**src/rtl/bbox_overlay.sv**
```systemverilog
// Foreground bounding-box tracker with outline overlay, 1-cycle video latency.
// Optional BBOX_CROSSHAIR_EN adds a centre crosshair inside the latched box.
module bbox_overlay #(
  parameter logic [7:0]  THRESHOLD = 8'd128,
  parameter int          X_W       = 11,
  parameter int          Y_W       = 11,
  parameter logic [23:0] BOX_COLOR = 24'hFF0000
) (
  input  logic           clk,
  input  logic           rst,
  input  logic           de_in,
  input  logic           h_sync_in,
  input  logic           v_sync_in,
  input  logic [23:0]    pixel_in,
  output logic           de_out,
  output logic           h_sync_out,
  output logic           v_sync_out,
  output logic [23:0]    pixel_out,
  output logic           box_valid,
  output logic [X_W-1:0] box_x_min,
  output logic [X_W-1:0] box_x_max,
  output logic [Y_W-1:0] box_y_min,
  output logic [Y_W-1:0] box_y_max
);

  typedef enum logic {WAIT_FRAME, ACTIVE} state_t;

  function automatic logic [X_W-1:0] sat_inc_x(input logic [X_W-1:0] v);
    return (&v) ? v : v + X_W'(1);
  endfunction

  function automatic logic [Y_W-1:0] sat_inc_y(input logic [Y_W-1:0] v);
    return (&v) ? v : v + Y_W'(1);
  endfunction

  state_t         state_q, state_d;
  logic           de_q, de_d, hs_q, hs_d, vs_q, vs_d;
  logic [23:0]    pix_q, pix_d;
  logic [X_W-1:0] x_cnt_q, x_cnt_d;
  logic [Y_W-1:0] y_cnt_q, y_cnt_d;
  logic [X_W-1:0] acc_x_min_q, acc_x_min_d, acc_x_max_q, acc_x_max_d;
  logic [Y_W-1:0] acc_y_min_q, acc_y_min_d, acc_y_max_q, acc_y_max_d;
  logic           acc_hit_q, acc_hit_d;
  logic           box_valid_q, box_valid_d;
  logic [X_W-1:0] box_x_min_q, box_x_min_d, box_x_max_q, box_x_max_d;
  logic [Y_W-1:0] box_y_min_q, box_y_min_d, box_y_max_q, box_y_max_d;

  logic           vs_rise, de_fall, fg, on_box;
  logic           x_edge, y_edge, x_in, y_in;
  logic [X_W-1:0] nx_min, nx_max;
  logic [Y_W-1:0] ny_min, ny_max;
  logic           n_hit;

`ifdef BBOX_CROSSHAIR_EN
  logic [X_W-1:0] cx_q, cx_d;
  logic [Y_W-1:0] cy_q, cy_d;
  logic [X_W:0]   x_sum;
  logic [Y_W:0]   y_sum;
`endif

  always_comb begin
    // Edge detection reuses the output registers as the previous-cycle samples.
    vs_rise = v_sync_in & ~vs_q;
    de_fall = ~de_in & de_q;
    fg      = de_in & (pixel_in[23:16] >= THRESHOLD);

    x_cnt_d = de_in ? sat_inc_x(x_cnt_q) : '0;
    if (vs_rise)      y_cnt_d = '0;
    else if (de_fall) y_cnt_d = sat_inc_y(y_cnt_q);
    else              y_cnt_d = y_cnt_q;

    nx_min = acc_x_min_q;
    nx_max = acc_x_max_q;
    ny_min = acc_y_min_q;
    ny_max = acc_y_max_q;
    n_hit  = acc_hit_q;
    if (fg) begin
      if (x_cnt_q < acc_x_min_q) nx_min = x_cnt_q;
      if (x_cnt_q > acc_x_max_q) nx_max = x_cnt_q;
      if (y_cnt_q < acc_y_min_q) ny_min = y_cnt_q;
      if (y_cnt_q > acc_y_max_q) ny_max = y_cnt_q;
      n_hit = 1'b1;
    end

    state_d     = state_q;
    acc_x_min_d = nx_min;
    acc_x_max_d = nx_max;
    acc_y_min_d = ny_min;
    acc_y_max_d = ny_max;
    acc_hit_d   = n_hit;
    box_valid_d = box_valid_q;
    box_x_min_d = box_x_min_q;
    box_x_max_d = box_x_max_q;
    box_y_min_d = box_y_min_q;
    box_y_max_d = box_y_max_q;
`ifdef BBOX_CROSSHAIR_EN
    x_sum = {1'b0, nx_min} + {1'b0, nx_max};
    y_sum = {1'b0, ny_min} + {1'b0, ny_max};
    cx_d  = cx_q;
    cy_d  = cy_q;
`endif

    if (vs_rise) begin
      // The pixel coinciding with the frame boundary is folded in before the latch.
      if (state_q == ACTIVE) begin
        box_valid_d = n_hit;
        box_x_min_d = nx_min;
        box_x_max_d = nx_max;
        box_y_min_d = ny_min;
        box_y_max_d = ny_max;
`ifdef BBOX_CROSSHAIR_EN
        cx_d = x_sum[X_W:1];
        cy_d = y_sum[Y_W:1];
`endif
      end
      state_d     = ACTIVE;
      acc_x_min_d = '1;
      acc_x_max_d = '0;
      acc_y_min_d = '1;
      acc_y_max_d = '0;
      acc_hit_d   = 1'b0;
    end

    x_edge = (x_cnt_q == box_x_min_q) || (x_cnt_q == box_x_max_q);
    y_edge = (y_cnt_q == box_y_min_q) || (y_cnt_q == box_y_max_q);
    x_in   = (x_cnt_q >= box_x_min_q) && (x_cnt_q <= box_x_max_q);
    y_in   = (y_cnt_q >= box_y_min_q) && (y_cnt_q <= box_y_max_q);
`ifdef BBOX_CROSSHAIR_EN
    on_box = box_valid_q & de_in & ((x_edge & y_in) | (y_edge & x_in) |
                                    ((x_cnt_q == cx_q) & y_in) | ((y_cnt_q == cy_q) & x_in));
`else
    on_box = box_valid_q & de_in & ((x_edge & y_in) | (y_edge & x_in));
`endif

    de_d  = de_in;
    hs_d  = h_sync_in;
    vs_d  = v_sync_in;
    pix_d = on_box ? BOX_COLOR : pixel_in;
  end

  always_ff @(posedge clk) begin
    if (rst) begin
      state_q     <= WAIT_FRAME;
      de_q        <= 1'b0;
      hs_q        <= 1'b0;
      vs_q        <= 1'b0;
      pix_q       <= '0;
      x_cnt_q     <= '0;
      y_cnt_q     <= '0;
      acc_x_min_q <= '1;
      acc_x_max_q <= '0;
      acc_y_min_q <= '1;
      acc_y_max_q <= '0;
      acc_hit_q   <= 1'b0;
      box_valid_q <= 1'b0;
      box_x_min_q <= '0;
      box_x_max_q <= '0;
      box_y_min_q <= '0;
      box_y_max_q <= '0;
`ifdef BBOX_CROSSHAIR_EN
      cx_q        <= '0;
      cy_q        <= '0;
`endif
    end else begin
      state_q     <= state_d;
      de_q        <= de_d;
      hs_q        <= hs_d;
      vs_q        <= vs_d;
      pix_q       <= pix_d;
      x_cnt_q     <= x_cnt_d;
      y_cnt_q     <= y_cnt_d;
      acc_x_min_q <= acc_x_min_d;
      acc_x_max_q <= acc_x_max_d;
      acc_y_min_q <= acc_y_min_d;
      acc_y_max_q <= acc_y_max_d;
      acc_hit_q   <= acc_hit_d;
      box_valid_q <= box_valid_d;
      box_x_min_q <= box_x_min_d;
      box_x_max_q <= box_x_max_d;
      box_y_min_q <= box_y_min_d;
      box_y_max_q <= box_y_max_d;
`ifdef BBOX_CROSSHAIR_EN
      cx_q        <= cx_d;
      cy_q        <= cy_d;
`endif
    end
  end

  assign de_out     = de_q;
  assign h_sync_out = hs_q;
  assign v_sync_out = vs_q;
  assign pixel_out  = pix_q;
  assign box_valid  = box_valid_q;
  assign box_x_min  = box_x_min_q;
  assign box_x_max  = box_x_max_q;
  assign box_y_min  = box_y_min_q;
  assign box_y_max  = box_y_max_q;

endmodule

```
**config.mk**
```make
export PLATFORM = sky130hd
export DESIGN_NAME = bbox_overlay
export DESIGN_NICKNAME = d
export VERILOG_FILES = /design/src/rtl/bbox_overlay.sv
export SDC_FILE = /design/constraint.sdc
export NUM_CORES = 1
export LEC_CHECK = 0
export BUFFER_PORTS_ARGS = -buffer_cell sky130_fd_sc_hd__buf_2
export CAP_MARGIN = 20
export CORE_ASPECT_RATIO = 1.1
export CORE_MARGIN = 2
export CORE_UTILIZATION = 40
export DETAILED_ROUTE_END_ITERATION = 6
export HOLD_SLACK_MARGIN = 0.05
export PLACE_DENSITY = 0.58
export REMOVE_ABC_BUFFERS = 1
export SETUP_SLACK_MARGIN = 0.4
export SLEW_MARGIN = 20
export SYNTH_ARGS = -nofsm -noshare
export SYNTH_HDL_FRONTEND = slang
export SYNTH_SLANG_ARGS = --single-unit
```
**constraint.sdc**
```tcl
create_clock -name clk -period 3.26 [get_ports clk]
set_input_delay 0.652 -clock clk [delete_from_list [all_inputs] [get_ports clk]]
set_output_delay 0.652 -clock clk [all_outputs]
set_load 0.01 [all_outputs]
```
==> results of run 1 <==
-- worst max path at each step --
stage                     slack [ps]             to
after floorplan                  430   box_y_max[0]
after global placement           690   pixel_out[9]
after detailed placement         670   pixel_out[8]
after CTS                        670   pixel_out[8]
after global routing             530  pixel_out[12]
final                            710   pixel_out[8]
-- cells in the final DEF (no fill, tap or decap), types with 5 or more instances in the layout --
cell,count
dfxtp_1,140
and2_1,8
and3_1,6
a21oi_1,39
inv_1,94
o211ai_1,5
clkbuf_16,17
nor2_1,101
and4_1,5
buf_2,100
xnor2_1,7
xor2_1,8
nand4_1,13
buf_4,17
a211oi_1,52
and2_4,10
o21ai_0,21
ha_1,88
mux2i_1,45
nor2b_1,8
nand3_1,15
o21ai_1,6
nand2_1,45
-- layer usage --
| metal | track usage [%] | vias to the layer above | routed length, um |
|---|---|---|---|
| met5 | 0 | - | 13 |
| met4 | 6.86 | 2 | 258 |
| met3 | 3.32 | 18 | 451 |
| met2 | 32.7 | 56 | 8380 |
| met1 | 21.2 | 2522 | 7470 |
| li1 | - | 2928 | - |
-- logic make-up (layout without fill, tap and decap cells) --
| kind of cell | count (synthesis) | in the layout |
|---|---|---|
| xor gates and xnor gates | 15 | 15 |
| muxes | 45 | 45 |
| DFF | 140 | 140 |
| AOI/OAI and AO/OA | 143 | 143 |
| buffers and inverters | 124 | 245 |
| adders and majority gates | 88 | 88 |
| and+or+nand+nor | 234 | 234 |
-- critical path, stage by stage (launching register included) --
cell and delay, ps:
dfxtp_1 450, inv_1 140, ha_1 310, nand2b_4 140, nand3_2 60, a211oi_1 70
o311a_1 400, a311oi_4 680, and2_4 240
-- power by group through the flow --
stage | combinational, mW | clock, mW | sequential, mW
floorplan | 0.260 | 0 | 1.88
global placement | 0.444 | 0 | 1.86
detailed placement | 0.446 | 0 | 1.86
CTS | 0.448 | 2.04 | 1.82
global route | 0.492 | 2.11 | 1.83
finish | 0.441 | 2.01 | 1.82
-- through the flow --
stage | cell area (um^2) | utilization (%) | worst slack (ps) | hold WS [ps] | total power, mW
2_1_floorplan | 6970 | - | 426 | 427 | 2.14
3_3_place_gp | 7940 | 45.2 | 691 | 439 | 2.30
3_5_place_dp | 7940 | 45.2 | 672 | 449 | 2.30
4_1_cts | 8550 | 48.7 | 670 | 407 | 4.31
5_1_grt | 8550 | 48.7 | 532 | 421 | 4.43
6_report | 8550 | 48.7 | 713 | 423 | 4.27
-- sequential cells by signal, summed over array words and instances, names as in the netlist --
register     flops
acc_y_max_q     11
de_out           1
box_valid        1
box_x_max       11
pixel_out       24
v_sync_out       1
box_x_min       11
y_cnt_q         11
x_cnt_q         11
box_y_min       11
acc_hit_q        1
h_sync_out       1
box_y_max       11
acc_x_min_q     11
acc_y_min_q     11
acc_x_max_q     11
state_q          1
-- area by class of cell --
type / instances / area (um^2) / share of cell area, %
multi-input cells: 525 / 3810 / 44.6
well taps: 238 / 298 / 3.48
clock buffers: 23 / 478 / 5.59
flip-flops and latches: 140 / 2800 / 32.8
repair buffers: 119 / 668 / 7.82
clock inverters: 9 / 135 / 1.58
inverters: 94 / 353 / 4.13
==> metrics.md, run 1 <==
| Metric | Value |
|---|---|
| Int Power | ~3.2 mW |
| Unrepaired setup endpoints after global routing | false |
| CP Launch Type | flop |
| Vias in the first global route | 5282 |
| Share of the synthesized area in the top cell type | between 30% and 40% |
| PostCTS Resize Cnt | 0 |
| Adder and majority gate portion of the synthesized area | 15.5% |
| Reg2Reg Depth | 8 |
| Total of buffers placed on input and output ports | 100 |
| Total of warnings raised by yosys | 0 |
| Clock group share of total power | 47.0% |
| Total overflow reported by the global router | 0 |
| Area fraction in and, or, nand and nor cells after synthesis | 16.1% |
| Synthesized netlist cell count | 789 |
| Chip Width | 131 um |
| Power density over the cells | 499 nW/um^2 |
| Fraction of final layout cells with drive strength greater than 1 | 19.2% |
| Worst Path Required | 3630 ps |
| Largest net degree at the start of global routing | 34 |
| Core region area | 17500 um^2 |
| Switching share of total power | between 20% and 30% |
| Clock tree from TritonCTS | yes |
| Via count | 5526 |
| Source of the critical timing path | x_cnt_q[0] |
| Maximum buffer depth of the clock tree | 2 |
| Main combinational cell family by area after synthesis | simple AND/OR/NAND/NOR gates |
| Max-Cap Viols | 0 |
| Area Growth Syn to Fin | 20.2% |
| Aggregate negative setup slack | 0 ps |
| Worst endpoint data arrival time | 2920 ps |
| Vertical die dimension | 144 um |
| Worst Setup Path Type | reg -> reg |
| CTS clk-pin slew, worst paths | 60 ps |
| Setup slack on the worst flop-to-flop path | roughly 710 ps |
| First drt pass iteration count | 6 |
| Number of pins exceeding their max-slew limit in the final report | 0 |
| Post-synthesis cell type count | 55 |
| Cell area after synthesis | about 7000 um^2 |
| Nets | just over 1000 |
| Routability cong. | about 0.81 |
| Net switching power | 1.03 mW |
| Number of hold violations in the final report | 0 |
| Post-placement cell count | 1116 |
| Aggregate routed wire length | 16600 um |
| Cts hold-fix bufs | 0 |
| Number of antenna violations at the first check in global routing | 1 |
| Total clock buffers created by CTS | 17 |
| Clock H-tree levels | 4 |
| Seq pwr share | a little over two fifths |
| Most numerous cell in the Yosys netlist | dfxtp_1 |
| Antenna diodes | 0 |
| Number of standard-cell rows in the floorplan | 51 |
| Number of buffers inserted to repair setup after CTS | 0 |
| Kind of end point of the critical path | flop |
| Drt first-iter violations | 216 |
| Number of top-level design ports | 101 |
| Number of setup violations in the final report | 0 |
| Wire length of the first global-routing pass | between 20000 and 30000 um |
| Worst min-delay path class | in -> reg |
| DR DRC count | 0 |
| Worst Hold Depth | 2 |
| Final critical path time including I/O delays and setup | 2550 ps |
| Average wire length per cell after detail routing | 14.4 um |
| Post-Layout Cell Count | roughly 1100 |
| Initial core utilization | 40.5% |
| Worst hold path startpoint | pixel_in[1] |
| Top cells by area, synth | dfxtp_1 (39%), ha_1 (15%), mux2i_1 (6.3%) |
| Endpoint of the worst register-to-register path | pixel_out[8] |
| Fraction of synthesis flops using an asynchronous set or reset pin | 0% |
| Syn Area/Cell | 9.01 um^2 |
| Leakage power summed over all cells | 3.95 nW |
| Via/cell ratio | 4.81 |
| Worst Skew | ~6.3 ps |
| Most common library cells after synthesis | dfxtp_1 (140), nor2_1 (101), inv_1 (94) |
| Clock latency at the later pin of the worst-skew pair | 420 ps |
| Ys flop type | dfxtp_1 |
| Slew of the pin with the lowest slew margin | 710 ps |
| Detailed Place HPWL | 12600 um |
| Fraction of power consumed by combinational cells | between 10% and 20% |
| GRT Total Usage | 18.0% |
| Number of nets with antenna violations after detailed routing | 0 |
| Remaining max-slew budget at the tightest pin | approximately 53% |
| Outcome | complete, no violations |
| VDD IR max | 367 uV |
| Post-synth top area cell | dfxtp_1 |
| Number of clock sinks | 140 |
| Seq/Total Area, Yosys | 39.4% |
| Share of the cycle needed by the critical path after routing | 78.1% |
| Upper clock frequency limit | between 300 and 400 MHz |
| Compound-cell area share of the yosys netlist | 13.8% |
| Post-synth EDFFs | 0 |
| Full die area | 18900 um^2 |
| Fillers | about 1700 |
| Max Fanout on Critical Path | 16 |
| Mux cell area share after synthesis | 6.33% |
| CTS Root Cell | clkbuf_16 |
| Startpoint of the worst register-to-register path | x_cnt_q[0] |
| Xor and xnor fraction of the mapped netlist area | 1.85% |
| #FFs+latches synth | 140 |
| Worst Hold End | pixel_out[1] |
Note: power is estimated with default switching activity, not from simulation.
==> run 2: changes to the inputs <==
- clock period: 3.26 -> 2.4 ns (I/O delays scaled with it)
==> run 2 against run 1 <==
Net effect: non-clock buffer count rose by 69; register-to-register slack got worse by 650 ps; first-iteration DRC count fell by 10%; setup slack got worse by 650 ps; clock power rose by 38%; total power rose by 43%; clock skew rose by 2.4 ps.
==> metrics.md, run 2 (synthesis gave the netlist of run 1 again) <==
| Metric | Value |
|---|---|
| Outcome | complete, no violations |
| Maximum buffer depth of the clock tree | 2 (unchanged) |
| Number of antenna violations at the first check in global routing | 0 (-1) |
| Number of hold violations in the final report | 0 (unchanged) |
| Worst min-delay path class | in -> reg |
| Total overflow reported by the global router | 0 (unchanged) |
| Net switching power | 1.50 mW (+45%) |
| Clock H-tree levels | 4 (unchanged) |
| Aggregate routed wire length | 19700 um (+19%) |
| Unrepaired setup endpoints after global routing | true |
| Overall power after layout | 6.08 mW (+43%) |
| Number of nets with antenna violations after detailed routing | 0 (unchanged) |
| Setup slack on the worst flop-to-flop path | 60 ps (-650 ps) |
| Pre-CTS setup slack | -152 ps (-824 ps) |
| Flip-flop count of the largest register after layout | 24 (unchanged) |
| Worst Hold Depth | 2 (unchanged) |
| Int Power | 4.58 mW (+42%) |
| Vias in the first global route | 5909 (+12%) |
| Fillers | 1452 (-14%) |
| DR DRC count | 0 (unchanged) |
| Max incr delay on CP | 370 ps (-310 ps) |
| Seq pwr share | 40.5% (-2.1 points) |
| Switching share of total power | 24.7% (+0.46 points) |
| Leading cell types in the layout, fill and taps excluded | dfxtp_1 (100), buf_2 (100), nor2_1 (98), inv_1 (89), ha_1 (57) |
| Average wire length per cell after detail routing | 16.2 um (+12%) |
| Kind of end point of the critical path | flop |
| Antenna diodes | 0 (unchanged) |
| Total of buffers placed on input and output ports | 100 (unchanged) |
| CTS Root Cell | clkbuf_16 |
| Upper clock frequency limit | 428 MHz (+8.9%) |
| Number of top-level design ports | 101 (unchanged) |
| Nets | 1084 (+6.9%) |
| Initial core utilization | 40.5% (unchanged) |
| Combined buffer and inverter count along the critical path | 3 (+2) |
| Full die area | 18900 um^2 (unchanged) |
| Max-Cap Viols | 0 (unchanged) |
| Fraction of final layout cells with drive strength greater than 1 | 45.5% (+26 points) |
| Power density over the cells | 572 nW/um^2 (+15%) |
| Clock group share of total power | 45.6% (-1.4 points) |
| VDD IR max | 519 uV (+41%) |
| CTS clk-pin slew, worst paths | 60 ps (about the same) |
| Cts hold-fix bufs | 0 (unchanged) |
| GRT Total Usage | 20.0% (+2.0 points) |
| Logic depth of the worst path, buffers included | 10 (+2) |
| Final critical path time including I/O delays and setup | 2340 ps (-209 ps) |
| Chain of cells forming the critical path | ha_1 > nand4_1 > nor4_4 > buf_4 > o22a_1 > o311a_1 > buf_6 > a311oi_4 > buf_12 > and2_4 |
| Via count | 6123 (+11%) |
| Wire length of the first global-routing pass | 29800 um (+11%) |
| Leakage power summed over all cells | 4.46 nW (+13%) |
| Aggregate negative setup slack | 0 ps (unchanged) |
| Chip Width | 131 um (unchanged) |
| First drt pass iteration count | 4 (-2) |
| Drt first-iter violations | 194 (-10%) |
| Top delay family on crit path | simple AND/OR/NAND/NOR gates |
| Number of pins exceeding their max-slew limit in the final report | 0 (unchanged) |
| Detailed Place HPWL | 12700 um (+0.68%) |
| Worst endpoint data arrival time | 2660 ps (-260 ps) |
| Core region area | 17500 um^2 (unchanged) |
| Area Growth Syn to Fin | 49.4% |
| Via/cell ratio | 5.03 (+4.5%) |
| Total clock buffers created by CTS | 17 (unchanged) |
| Post-route core utilization | 60.5% (+12 points) |
| Routability cong. | 0.833 (+3.1%) |
| Clock tree from TritonCTS | yes |
| Clock latency at the later pin of the worst-skew pair | 430 ps (about the same) |
| Max Fanout on Critical Path | 8 (-8) |
| Worst Skew | 8.72 ps (+2.39 ps) |
| Number of setup violations in the final report | 0 (unchanged) |
| Share of the cycle needed by the critical path after routing | 97.4% (+19 points) |
| Worst Path Required | 2720 ps (-910 ps) |
| Remaining max-slew budget at the tightest pin | 50.9% (-1.7 points) |
| Worst Setup Path Type | reg -> reg |
| Reg2Reg Depth | 10 (+2) |
| Vertical die dimension | 144 um (unchanged) |
| Fraction of power consumed by combinational cells | 13.9% (+3.6 points) |
| Minimum setup slack in the final design | 62.3 ps (-651 ps) |
| Number of standard-cell rows in the floorplan | 51 (unchanged) |
| Slew of the pin with the lowest slew margin | 736 ps (+25.9 ps) |
| Number of clock sinks | 140 (unchanged) |
| CP Launch Type | flop |
| Largest net degree at the start of global routing | 91 (+170%) |
| Crit-path slowest cell | dfxtp_2 |
-- run 2: worst paths after layout --
kind,startpoint,end
worst max-delay path,y_cnt_q[3],pixel_out[5]
worst min-delay path,pixel_in[3],pixel_out[3]
worst max register to register,y_cnt_q[3],pixel_out[5]
worst min register to register,acc_hit_q,acc_hit_q
-- run 2: cell type report --
class	count	area (um^2)	area share (%)
Tap cell	238	298	2.80
Clock buffer	24	472	4.44
Inverter	94	353	3.32
Multi-Input combinational cell	526	5140	48.4
Timing Repair Buffer	188	1340	12.6
Sequential cell	140	2890	27.2
Clock inverter	7	138	1.30
-- run 2: stage by stage --
stage | area [um^2] | std cells | hold WS (ps)
3_5_place_dp | 8130 | 1144 | 450
5_1_grt | 10600 | 1217 | 252
3_3_place_gp | 8130 | 1144 | 441
6_report | 10600 | 1217 | 260
4_1_cts | 9620 | 1203 | 238
2_1_floorplan | 6970 | 759 | 427
-- run 2: power groups by stage --
stage / combinational [mW] / sequential [mW] / clock (mW)
3_5_place_dp: 0.619 / 2.52 / 0
3_3_place_gp: 0.611 / 2.52 / 0
4_1_cts: 0.737 / 2.46 / 2.82
2_1_floorplan: 0.353 / 2.55 / 0
6_report: 0.846 / 2.47 / 2.77
5_1_grt: 0.923 / 2.48 / 2.91
-- run 2: routing by layer --
metal | track usage (%) | part of all wire (%)
met4 | 9.21 | 1.7
met1 | 23.3 | 42
met3 | 3.81 | 3.1
met2 | 35.9 | 53
met5 | 0 | 0
-- run 2: worst reg2reg max path, delay by kind of cell (launching register included) --
family | cells | cell delay (ps)
fa+ha+maj | 1 | 300
buf+inv | 3 | 480
compound gates | 3 | 410
flops | 1 | 370
simple gates | 3 | 680
-- run 2: what timing repair did --
item                       4_1_cts  5_1_grt
pin swaps                       59       57
setup endpoints to repair      112      124
gates cloned                     2        0
resized for setup              142      172
buffers inserted                26       14
==> run 3: changes to the inputs <==
==> constraint.sdc (replaced) <==
create_clock -name clk -period 2.4 [get_ports clk]
set_input_delay 0.12 -clock clk [delete_from_list [all_inputs] [get_ports clk]]
set_output_delay 0.12 -clock clk [all_outputs]
set_load 0.01 [all_outputs]
==> run 3 against run 2 <==
Net effect: maximum frequency increased by 3.4%; core utilization increased by 2.0 points; clock-buffer cell count decreased by 1; non-clock buffer count increased by 20; die area unchanged; cell area increased by 3.3%; critical path depth decreased by 1; largest cell class unchanged; highest routed layer unchanged.
==> metrics.md, run 3 (synthesis gave the netlist of run 1 again) <==
| Metric | Value |
|---|---|
| Worst endpoint data arrival time | 2570 ps (-90 ps) |
| Wire length of the first global-routing pass | 30400 um (+2.1%) |
| Initial core utilization | 40.5% (unchanged) |
| Chain of cells forming the critical path | inv_2 > ha_4 > nand4_1 > or2_1 > o311a_1 > a2111oi_4 > a311oi_4 > buf_12 > and2_4 |
| Average wire length per cell after detail routing | 16.6 um (+3.0%) |
| Vias in the first global route | 5992 (+1.4%) |
| Number of nets with antenna violations after detailed routing | 0 (unchanged) |
| Chip Width | 131 um (unchanged) |
| Worst Path Required | 2710 ps (about the same) |
| Aggregate routed wire length | 20600 um (+4.7%) |
| Number of setup violations in the final report | 0 (unchanged) |
| Maximum buffer depth of the clock tree | 2 (unchanged) |
| Fraction of final layout cells with drive strength greater than 1 | 46.2% (+0.79 points) |
| Total clock buffers created by CTS | 17 (unchanged) |
| Worst Setup Path Type | reg -> reg |
| Total of buffers placed on input and output ports | 100 (unchanged) |
| First drt pass iteration count | 4 (unchanged) |
| Post-Layout Cell Count | 1237 (+1.6%) |
| Slew of the pin with the lowest slew margin | 695 ps (-41.1 ps) |
| Number of antenna violations at the first check in global routing | 0 (unchanged) |
| GRT Total Usage | 20.5% (+0.46 points) |
| Remaining max-slew budget at the tightest pin | 53.7% (+2.7 points) |
| Kind of end point of the critical path | flop |
| CP Launch Type | flop |
| Share of the cycle needed by the critical path after routing | 94.2% (-3.2 points) |
| Power density over the cells | 544 nW/um^2 (-5.0%) |
| Unrepaired setup endpoints after global routing | true |
| Max incr delay on CP | 340 ps (-30 ps) |
| Clock H-tree levels | 4 (unchanged) |
| Most common cell after layout, fill and taps aside | buf_2 |
| Full die area | 18900 um^2 (unchanged) |
| Via count | 6346 (+3.6%) |
| Vertical die dimension | 144 um (unchanged) |
| Number of standard-cell rows in the floorplan | 51 (unchanged) |
| Routability cong. | 0.852 (+2.4%) |
| Worst Skew | 9.37 ps (+0.656 ps) |
| Overall power after layout | 5.97 mW (-1.8%) |
| Aggregate negative setup slack | 0 ps (unchanged) |
| Number of hold violations in the final report | 0 (unchanged) |
| Number of pins exceeding their max-slew limit in the final report | 0 (unchanged) |
| Max Fanout on Critical Path | 16 (+8) |
| Fillers | 1432 (-1.4%) |
| Via/cell ratio | 5.13 (+2.0%) |
| Drt first-iter violations | 297 (+53%) |
| Final critical path time including I/O delays and setup | 2260 ps (-77.4 ps) |
| Worst min-delay path class | in -> reg |
| CTS Root Cell | clkbuf_16 |
| DR DRC count | 0 (unchanged) |
| Nets | 1103 (+1.8%) |
| Clock tree from TritonCTS | yes |
| Upper clock frequency limit | 442 MHz (+3.4%) |
| Crit-path slowest cell | dfxtp_2 |
| Clock latency at the later pin of the worst-skew pair | 430 ps (about the same) |
| Number of clock sinks | 140 (unchanged) |
| Max-Cap Viols | 0 (unchanged) |
| Core region area | 17500 um^2 (unchanged) |
| Post-placement cell count | 1141 (-0.26%) |
| Total overflow reported by the global router | 0 (unchanged) |
| Outcome | complete, no violations |
| Number of top-level design ports | 101 (unchanged) |
| Flip-flop count of the largest register after layout | 24 (unchanged) |
| Largest net degree at the start of global routing | 91 (unchanged) |
| Antenna diodes | 0 (unchanged) |
| Leading cell types in the layout, fill and taps excluded | buf_2 (100), dfxtp_1 (97), nor2_1 (95), inv_1 (85), buf_4 (50) |
| Leakage power summed over all cells | 4.50 nW (+0.92%) |
| CTS clk-pin slew, worst paths | 60 ps (about the same) |
| Detailed Place HPWL | 12800 um (+0.92%) |
| VDD IR max | 483 uV (-7.0%) |
| Area Growth Syn to Fin | 54.3% |
==> run 3: changes by cell type in the layout (fill, tap and decap cells not counted), sizes merged <==
cell,change
bufinv,-2
clkinvlp,+3
dlygate4sd3,+26
buf,-6
clkbuf,-1
a311oi,-1
clkinv,+1
==> run 3: layout make-up <==
class	count	area [um^2]	share of cell area, %
clock buffer	23	478	4.35
clock inverter	9	113	1.03
inverter	94	353	3.21
multi-input combinational	525	5300	48.3
sequential	140	2890	26.3
tap	238	298	2.71
timing repair buffer	208	1550	14.1
==> run 3: critical path, delay by kind of cell (launching register included) <==
kind	cells	cell delay (ps)
adder cells (fa/ha/maj)	1	250
buffers and inverters	2	220
flip-flops	1	340
AND/OR/NAND/NOR	3	720
AO/OA/AOI/OAI	3	610
==> run 3: timing repair <==
| item | in CTS | in global routing |
|---|---|---|
| buffers inserted | 22 | 16 |
| hold buffers | 26 | 0 |
| setup endpoints to repair | 112 | 119 |
| endpoints found under the hold margin | 26 | 0 |
| resized for setup | 129 | 208 |
| pin swaps | 28 | 69 |
==> run 3: routing by layer <==
| layer | share of wire (%) | up-vias | GRT usage, % |
|---|---|---|---|
| li1 | - | 3120 | - |
| met1 | 41 | 3102 | 23.9 |
| met2 | 55 | 93 | 37.5 |
| met3 | 2.8 | 31 | 4.27 |
| met4 | 1.7 | 0 | 7.04 |
| met5 | 0 | - | 0 |
==> run 3: stage by stage <==
stage	instance area, um^2	worst slack (ps)	hold WS (ps)	utilization, %
global placement	8110	-51.6	320	46.2
detailed placement	8110	-119	324	46.2
CTS	9730	194	120	55.4
finish	11000	140	167	62.5
global route	11000	65.3	218	62.5
floorplan	6970	-101	192	-
==> run 3: worst paths after layout <==
check                                   from           end  slack (ps)  cells past startpoint
worst max-delay path            box_y_max[5]  pixel_out[5]         140                      9
worst min-delay path                     rst       state_q         170                      2
worst max register to register  box_y_max[5]  pixel_out[5]         140                      9
worst min register to register     acc_hit_q     acc_hit_q         460                      2
==> run 3: power by group <==
part	switching, mW	internal, mW
Combinational	0.465	0.401
Sequential	0.0603	2.40
Clock	1.03	1.61
